`src/rtl/lb_conv_sched.sv`:
```
// Frame scheduler for the 3-line-buffer 3x3 convolution path: fills LB0..LB2 row by row,
// then alternates one conv row with one refill of the oldest buffer until the frame ends.
module lb_conv_sched #(
    parameter int IMG_W = 100,
    parameter int IMG_H = 100,
    parameter int AW    = 7
) (
    input  logic          clk,
    input  logic          rst,
    input  logic          start,
    input  logic          pix_valid,
    input  logic [7:0]    pix_in,
    output logic          pix_ready,
    output logic [2:0]    lb_wr_en,
    output logic [AW-1:0] lb_wr_addr,
    output logic [7:0]    lb_wr_data,
    output logic          conv_data_valid,
    output logic [1:0]    conv_k,
    input  logic          conv_ready,
    output logic [AW-1:0] out_row,
    output logic          busy,
    output logic          frame_done
);

    typedef enum logic [1:0] {S_IDLE, S_FILL, S_CONV, S_DONE} state_t;

    localparam logic [AW-1:0] LAST_COL = AW'(IMG_W - 1);
    localparam logic [AW-1:0] LAST_ROW = AW'(IMG_H - 3);

    state_t        state;
    logic [AW-1:0] col;
    logic [1:0]    rows_in;
    logic [1:0]    fill_sel;

    // Handshake and status are pure decodes of the state register.
    assign pix_ready       = (state == S_FILL);
    assign conv_data_valid = (state == S_CONV);
    assign busy            = (state != S_IDLE);
    assign frame_done      = (state == S_DONE);

    always_ff @(posedge clk) begin
        if (rst) begin
            state      <= S_IDLE;
            col        <= '0;
            rows_in    <= '0;
            fill_sel   <= '0;
            conv_k     <= '0;
            out_row    <= '0;
            lb_wr_en   <= '0;
            lb_wr_addr <= '0;
            lb_wr_data <= '0;
        end else begin
            lb_wr_en <= '0;
            case (state)
                S_IDLE: begin
                    if (start) begin
                        state    <= S_FILL;
                        col      <= '0;
                        rows_in  <= '0;
                        fill_sel <= '0;
                        conv_k   <= '0;
                        out_row  <= '0;
                    end
                end
                S_FILL: begin
                    if (pix_valid) begin
                        lb_wr_en   <= 3'b001 << fill_sel;
                        lb_wr_addr <= col;
                        lb_wr_data <= pix_in;
                        if (col == LAST_COL) begin
                            col <= '0;
                            // rows_in saturates at 2, so every refill is a single row
                            if (rows_in == 2'd2) begin
                                state <= S_CONV;
                            end else begin
                                rows_in  <= rows_in + 2'd1;
                                fill_sel <= fill_sel + 2'd1;
                            end
                        end else begin
                            col <= col + AW'(1);
                        end
                    end
                end
                S_CONV: begin
                    if (conv_ready) begin
                        if (out_row == LAST_ROW) begin
                            state <= S_DONE;
                        end else begin
                            fill_sel <= conv_k;
                            conv_k   <= (conv_k == 2'd2) ? 2'd0 : conv_k + 2'd1;
                            out_row  <= out_row + AW'(1);
                            state    <= S_FILL;
                        end
                    end
                end
                S_DONE: state <= S_IDLE;
                default: state <= S_IDLE;
            endcase
        end
    end

endmodule

```
`config.mk`:
```
export PLATFORM = sky130hd
export DESIGN_NAME = lb_conv_sched
export DESIGN_NICKNAME = d
export VERILOG_FILES = /design/src/rtl/lb_conv_sched.sv
export SDC_FILE = /design/constraint.sdc
export NUM_CORES = 1
export LEC_CHECK = 0
export CORE_UTILIZATION = 45
export CTS_CLUSTER_DIAMETER = 50
export CTS_CLUSTER_SIZE = 40
export DETAILED_ROUTE_END_ITERATION = 12
export PLACE_DENSITY = 0.72
export SKIP_CTS_REPAIR_TIMING = 1
export SLEW_MARGIN = 20
export SYNTH_ARGS = -nofsm -noshare
export SYNTH_HDL_FRONTEND = slang
export SYNTH_SLANG_ARGS = --single-unit
```
`constraint.sdc`:
```
create_clock -name clk -period 5.69 [get_ports clk]
set_input_delay 1.707 -clock clk [delete_from_list [all_inputs] [get_ports clk]]
set_output_delay 1.707 -clock clk [all_outputs]
set_load 0.01 [all_outputs]
```
# Word level (Yosys, flattened, before mapping)
# Cells that the tools add are included.
# word_totals
word_cells,72
n_memories,0
regBits,40
out_inout_bits,31
inputBits,13
mem_bits_rw,0
latchBits,0
romBits,0
# classes
div,0
add_sub_neg,5
n_eq_ne,14
n_bitwise,2
n_lt_le_gt_ge,0
n_reduce_logical,12
shifts,1
mul,0
n_mux,29
# ops
operator,count
2-bit 2-to-1 mux,18
7-bit 2-to-1 mux,5
7-bit case mux with 2 select lines,2
7-bit by 1-bit adder with 7-bit output (second input constant),2
7-bit equality test (second input constant),2
5-bit AND reduction,2
2-bit equality test (second input constant),4
2-bit inequality test (second input constant),4
2-bit case mux with 2 select lines,2
2-bit case mux with 4 select lines,1
7-bit AND reduction,1
2-bit by 1-bit adder with 2-bit output (second input constant),3
2-bit by 1-bit inequality test with 1-bit output (second input constant),3
2-bit case mux with 3 select lines,1
2-bit nonzero test,3
4-bit AND reduction,1
3-bit AND reduction,1
3-bit nonzero test,1
3-bit OR reduction,1
1-bit by 2-bit << shifter with 3-bit output (first input constant),1
2-bit by 1-bit equality test with 1-bit output (second input constant),1
2-bit logical NOT,1
1-bit inverter,2
2-bit AND reduction,1

# Depth between registers and ports, before layout
# Gate-level depths: netlist of run 1.
# logic_depth
word_depth,5
ltp_mapped,7
depth_no_buf,6

# Worst setup path before layout of run 1
# No wires, ideal clock.
# synth_path
path_kind,input to register
from,input start
to,register fill_sel[0]
t_required_ns,5.569
arrival_time_ns,2.644
setup_slack_ns,2.925
stages,4
setup_time_ns,0.121
cell_sequence,nand2b_1 -> o211ai_4 -> a2111oi_4 -> mux2_4
# synth_between
elab_chain_len,2
# synth_lines
item,line,rtl
"start, declared",10,"input logic start,"
2-bit inequality test (no source line),--,
7-bit AND reduction (no source line),--,
"end signal, assigned",77,fill_sel <= fill_sel + 2'd1;
"end signal, assigned",89,fill_sel <= conv_k;
"end, declared",33,logic [1:0] fill_sel;
# No other way between the ends.
# A chain may end at the register's enable or synchronous reset.

# Final worst setup path of run 1
# layout_path
from,register state[0]
to,output conv_data_valid
# layout_between
elab_chain_len,1
# layout_lines
item,line,rtl
"start, declared",30,state_t state;
"start signal, assigned",43,state <= S_IDLE;
"start signal, assigned",57,state <= S_FILL;
"start signal, assigned",74,state <= S_CONV;
2-bit equality test,37,assign conv_data_valid = (state == S_CONV);
"end, declared",17,"output logic conv_data_valid,"
# No other way between the ends.

==> flow_summary.ini, run 1 <==
[timing]
clock.fmax_mhz = 276
slew-limit-headroom = 0.584
timing.final.max_slew_violations = 0
rsz_0062_raised_after_global_routing = false
setup_viol_count_final = 0
post-route-min-period_ns = 3.63
final-hold-violation-count = 0
worst_pin_slew_ns = 0.623
clock_skew_ns = 0.00883
period_share = 0.638
whs_ns = 0.456
setup_tns_ns = 0

[grt]
first_global_vias = 1542
overflow = 0
grt_max_degree = 38
grt_pass1_wl_um = 7070
grt_util_all_layers = 0.204
grt_antenna_before_repair = 0

[floorplanning]
die-width_um = 68.6
design.core.area_mm2 = 0.00412
die-height_um = 68.6
starting_density_of_the_core = 0.484
floorplan.rows = 23
die-area_mm2 = 0.00470
ios = 44

[cells_and_area]
layout-area-overhead-vs-synth_pct = 26.9
final_layout_size_suffix_gt1_frac = 0.0549
final_core_util = 0.615
antenna_cells = 0
final_nets = 294

[yosys]
synth-async-reset-ratio = 0
synth_nets = 253
synth-seq-cells = 40
largest_cells_by_area_after_synthesis = sky130_fd_sc_hd__dfxtp_1 40%, sky130_fd_sc_hd__nand2_1 7.5%, sky130_fd_sc_hd__ha_1 5.6%
synth_warnings = 0
syn_area_mm2 = 0.00199
synth_edf_count = 0
yosys-top-cells-count = 40 x sky130_fd_sc_hd__dfxtp_1, 40 x sky130_fd_sc_hd__nand2_1, 22 x sky130_fd_sc_hd__a21oi_1
synthDominantAreaCellType = sky130_fd_sc_hd__dfxtp_1
netlist.area_leader.share = 0.402
synth_sequential_area_ratio = 0.402
netlist-cell-type-count = 47
ys.flop_type = sky130_fd_sc_hd__dfxtp_1
syn_inst = 231
synth.avg_cell_area_um2 = 8.63

[worst_setup_path]
crit_required_ns = 3.98
rr_startpoint = state[1]
critical_path_class = reg2out
cp-start-kind = register
endpoint_of_the_most_critical_register_to_register_path = col[5]
r2r_slack_ns = 3.34
worstRegToRegCells = 6
crit_path_max_fanout = 17
critPathArrivalTime_ns = 1.92
crit_path_end_kind = output port

[pwr]
p_clk_frac = 0.239
cellInternalPower_w = 0.000524
p_per_area_mw_per_mm2 = 323
cellLeakagePower_nw = 0.864
seq_power_share = 0.388
total_switching_power_w = 0.000294
switching_share = 0.359
comb_power_share = 0.373
vdd.ir_drop.worst_mv = 0.152

[worst_hold_path]
min-delay-path-class = reg2reg
whs_path_depth = 2
hp-start = lb_wr_addr[0]
hold_end = lb_wr_addr[0]

[route]
number_of_detailed_route_iterations_in_the_first_pass = 4
route.antenna.remaining_nets = 0
vias_per_cell = 5.38
drc_errors = 0
finalWirelength_um = 4330
drt_iter0_markers = 118
via_count = 1738
routed_wire_length_per_instance_um = 13.4

[clocking]
clk_transition_reported_paths_ns = 0.08
cts.root.buffer_cell = sky130_fd_sc_hd__clkbuf_8
ctsHtreeMaxLevel = 2
clock_insertion_delay_worst_skew_ns = 0.29
clkSinkCount = 40
cts-buffers-inserted = 5
tritoncts = yes
cts_max_path_buffers = 2

[outcome]
status = complete, no violations

[place]
detailed_placement_wirelength_estimate_um = 3040
buffer_ports.inserted = 43
place.gp.congestion = 0.817

[run]
maxCapViolCount = 0
-- stage by stage --
stage,instance area (um2),instances,worst slack (ns),power (W)
6_report,2530,323,2.06,0.000818
5_1_grt,2530,323,1.94,0.000870
4_1_cts,2530,323,2.05,0.000821
3_5_place_dp,2440,315,2.02,0.000626
3_3_place_gp,2440,315,2.08,0.000624
2_1_floorplan,1990,231,2.93,0.000539
-- power groups by stage --
stage	logic [W]	registers (W)	clock network (W)
floorplan	0.000215	0.000324	0
global placement	0.000302	0.000322	0
detailed placement	0.000303	0.000323	0
CTS	0.000304	0.000316	0.000201
global route	0.000337	0.000320	0.000212
finish	0.000305	0.000317	0.000196
-- state kept, by name (all words and copies together), names as in the netlist --
name	flops
state	2
fill_sel	2
col	7
lb_wr_addr	7
lb_wr_en	3
conv_k	2
lb_wr_data	8
out_row	7
rows_in	2
-- area by class of cell --
type	count	area (um2)
Sequential cell	40	801
Tap cell	50	62.6
Clock inverter	1	7.51
Clock buffer	7	86.3
Inverter	12	45.0
Timing Repair Buffer	44	438
Fill cell	392	1590
Multi-Input combinational cell	169	1090
-- layer usage --
layer | global-route usage | share of wire | vias to the layer above
li1 | - | - | 903
met4 | 0.0990 | 0.016 | 0
met2 | 0.289 | 0.44 | 29
met5 | 0 | 0 | -
met1 | 0.293 | 0.52 | 799
met3 | 0.0395 | 0.027 | 7
-- critical path, cell delays in order, from the launching register on --
cell and delay (ns):
sky130_fd_sc_hd__dfxtp_1 0.36, sky130_fd_sc_hd__inv_1 0.12, sky130_fd_sc_hd__ha_1 0.52, sky130_fd_sc_hd__clkdlybuf4s50_1 0.64
-- cell families (layout without fill, tap and decap cells) --
kind of cell | Yosys count | in the layout | synth area share
AO/OA/AOI/OAI | 53 | 53 | 0.180
XOR/XNOR | 5 | 5 | 0.0220
adder cells (fa/ha/maj) | 9 | 9 | 0.0565
buffers and inverters | 22 | 64 | 0.0515
flip-flops | 40 | 40 | 0.402
multiplexers | 4 | 4 | 0.0232
AND/OR/NAND/NOR | 98 | 98 | 0.265
-- worst max path at each step --
stage / startpoint / slack, ns / end / depth (start not counted)
floorplan: start / 2.93 / fill_sel[0] / 4
global placement: pix_valid / 2.08 / col[5] / 5
detailed placement: pix_valid / 2.02 / col[5] / 5
CTS: state[0] / 2.05 / conv_data_valid / 3
global route: state[0] / 1.94 / conv_data_valid / 3
finish: state[0] / 2.06 / conv_data_valid / 3
-- placed cells by master, fill, tap and decap left out, types with 3 or more instances in the layout --
cell,count
sky130_fd_sc_hd__xor2_1,4
sky130_fd_sc_hd__clkdlybuf4s50_1,43
sky130_fd_sc_hd__nor4_1,3
sky130_fd_sc_hd__nor2_1,10
sky130_fd_sc_hd__nor3_1,3
sky130_fd_sc_hd__nand4_1,3
sky130_fd_sc_hd__dfxtp_1,40
sky130_fd_sc_hd__nand2_1,40
sky130_fd_sc_hd__and3_1,3
sky130_fd_sc_hd__nor2b_1,4
sky130_fd_sc_hd__nand3_1,8
sky130_fd_sc_hd__and2_1,3
sky130_fd_sc_hd__or3_1,3
sky130_fd_sc_hd__clkbuf_8,6
sky130_fd_sc_hd__a31oi_1,3
sky130_fd_sc_hd__inv_1,12
sky130_fd_sc_hd__a21oi_1,22
sky130_fd_sc_hd__ha_1,9
sky130_fd_sc_hd__nand4b_1,4
sky130_fd_sc_hd__nand3b_1,3
sky130_fd_sc_hd__nand2b_1,3
sky130_fd_sc_hd__o21ai_0,11
Power figures use the tool's default switching activity.
==> run 2: changes to the inputs <==
- PLACE_DENSITY: 0.72 -> 0.75
- clock period: 5.69 -> 2.9 ns (I/O delays scaled with it)
==> run 2 against run 1 <==
Against the previous run:
- sequential share of layout area shrank 0.79 points
- total power grew 110%
- core utilization grew 1.6 points
- critical path type unchanged
- critical path depth grew 1
- non-clock buffer count grew 5
- setup slack lost 1.7 ns
- cell area grew 2.6%
- die area is the same
- global-route usage shrank 0.33 points
- sequential power grew 95%
- largest cell class unchanged
- combinational power grew 100%
- worst hold slack gained 0.00096 ns
==> flow_summary.ini, run 2 (synthesized netlist as in run 1, its figures left out) <==
[timing]
clock_skew_ns = 0.00793
fin_ws_ns = 0.370
setup_tns_ns = 0
slew-limit-headroom = 0.633
setup_viol_count_final = 0
timing.final.max_slew_violations = 0
final-hold-violation-count = 0
rsz_0062_raised_after_global_routing = false
period_share = 0.872
clock.fmax_mhz = 395
worst_pin_slew_ns = 0.548
post-route-min-period_ns = 2.53

[worst_setup_path]
rr_startpoint = state[0]
crit_required_ns = 2.03
worst-path-buf-inv = 3
crit_chain = inv_1 -> ha_1 -> inv_1 -> clkdlybuf4s50_1
r2r_slack_ns = 0.72
worstRegToRegCells = 7
cp-start-kind = register
slowest_delay_ns = 0.53
critPathArrivalTime_ns = 1.66
worst_path_max_delay_cell = sky130_fd_sc_hd__clkdlybuf4s50_1
endpoint_of_the_most_critical_register_to_register_path = fill_sel[0]
critical_path_class = reg2out
crit_path_end_kind = output port
crit_path_max_fanout = 5
crit_top_cell = sky130_fd_sc_hd__inv_1
critical-path-top-delay-family = buffers and inverters

[worst_hold_path]
min-delay-path-class = reg2reg
hold_end = lb_wr_addr[5]
hp-start = lb_wr_addr[5]
whs_path_depth = 2

[grt]
first_global_vias = 1530
grt_max_degree = 20
globalRouteMet1Util = 0.272
grt_util_met3 = 0.0461
grt_util_all_layers = 0.201
top_usage_layer = met2
grt_pass1_wl_um = 6990
overflow = 0
grt_use_met2 = 0.309
grt_antenna_before_repair = 0

[floorplanning]
die-area_mm2 = 0.00470
starting_density_of_the_core = 0.484
ios = 44
design.core.area_mm2 = 0.00412
die-width_um = 68.6
floorplan.rows = 23
die-height_um = 68.6

[cells_and_area]
layout-area-overhead-vs-synth_pct = 30.2
multi_input_comb_area_mm2 = 0.00109
most_common_library_cell_in_the_layout_ignoring_fill_and_taps = sky130_fd_sc_hd__clkdlybuf4s50_1
antenna_cells = 0
final_nets = 299
nFillCells = 382
final-instance-count-excl-fill = 328
largest_register = lb_wr_data
largest_register_ffs = 8
final_core_util = 0.631
final-seq-area_um2 = 801
final_layout_size_suffix_gt1_frac = 0.0755
most_frequent_cells_in_the_layout = 43 x sky130_fd_sc_hd__clkdlybuf4s50_1, 40 x sky130_fd_sc_hd__nand2_1, 40 x sky130_fd_sc_hd__dfxtp_1

[clocking]
clkSinkCount = 40
cts.root.buffer_cell = sky130_fd_sc_hd__clkbuf_8
cts_max_path_buffers = 2
tritoncts = yes
clock_insertion_delay_worst_skew_ns = 0.29
clk_transition_reported_paths_ns = 0.08
ctsHtreeMaxLevel = 2
cts-buffers-inserted = 5

[route]
finalWirelength_um = 4320
number_of_detailed_route_iterations_in_the_first_pass = 4
drt_iter0_markers = 120
route.antenna.remaining_nets = 0
drc_errors = 0
routed_wire_length_per_instance_um = 13.2
via_count = 1782
vias_per_cell = 5.43

[pwr]
finalPower_w = 0.00171
vdd.ir_drop.worst_mv = 0.387
seq_power_share = 0.361
switching_share = 0.337
cellLeakagePower_nw = 0.906
total_switching_power_w = 0.000578
cellInternalPower_w = 0.00114
p_per_area_mw_per_mm2 = 661
p_clk_frac = 0.278
comb_power_share = 0.361

[place]
dp_worst_setup_slack_ns = 0.298
place.gp.congestion = 0.871
dpl.cell_count = 320
buffer_ports.inserted = 43
detailed_placement_wirelength_estimate_um = 3170

[run]
maxCapViolCount = 0

[outcome]
status = complete, no violations
## run 2: cell types whose count changed in the layout (fill, tap and decap cells not counted), sizes merged
| cell | before | now |
|---|---|---|
| bufinv | 0 | 1 |
| clkbuf | 7 | 6 |
| buf | 1 | 6 |
| clkinv | 0 | 1 |
| clkinvlp | 1 | 0 |
## run 2: routing by layer
metal,wire (um),up-vias,share of wire
met5,0,-,0
met4,55,0,0.013
met3,236,5,0.055
met2,1980,43,0.46
met1,2050,823,0.47
li1,-,911,-
## run 2: through the flow
step	area (um2)	hold WS, ns
after floorplan	1990	0.446
after global placement	2470	0.441
after detailed placement	2470	0.447
after CTS	2590	0.458
after global routing	2590	0.475
final	2590	0.457
## run 2: worst max-delay path by stage
stage	slack [ns]	to	cells after the start	startpoint
2_1_floorplan	0.97	fill_sel[0]	4	start
3_3_place_gp	0.33	fill_sel[0]	5	start
3_5_place_dp	0.30	fill_sel[0]	5	start
4_1_cts	0.35	busy	4	state[0]
5_1_grt	0.30	busy	4	state[0]
6_report	0.37	busy	4	state[0]
## run 2: area by class of cell
class | instances | area share
inverter | 12 | 0.0174
timing repair buffer | 49 | 0.183
multi-input combinational | 169 | 0.420
sequential | 40 | 0.309
tap | 50 | 0.0241
clock buffer | 6 | 0.0318
clock inverter | 2 | 0.0149
## run 2: worst reg2reg max path, delay by kind of cell, from the launching register on
| family | cells | cell delay (ns) |
|---|---|---|
| AOI/OAI and AO/OA | 2 | 0.57 |
| DFF | 1 | 0.40 |
| muxes | 1 | 0.33 |
| buffers and inverters | 2 | 0.31 |
| adders and majority gates | 1 | 0.29 |
| and+or+nand+nor | 1 | 0.18 |
## run 2: power by group through the flow
stage               clock, W  sequential, W  combinational (W)
floorplan                  0       0.000637           0.000421
global placement           0       0.000631           0.000611
detailed placement         0       0.000632           0.000616
CTS                 0.000489       0.000619           0.000620
global route        0.000515       0.000626           0.000683
finish              0.000476       0.000619           0.000619
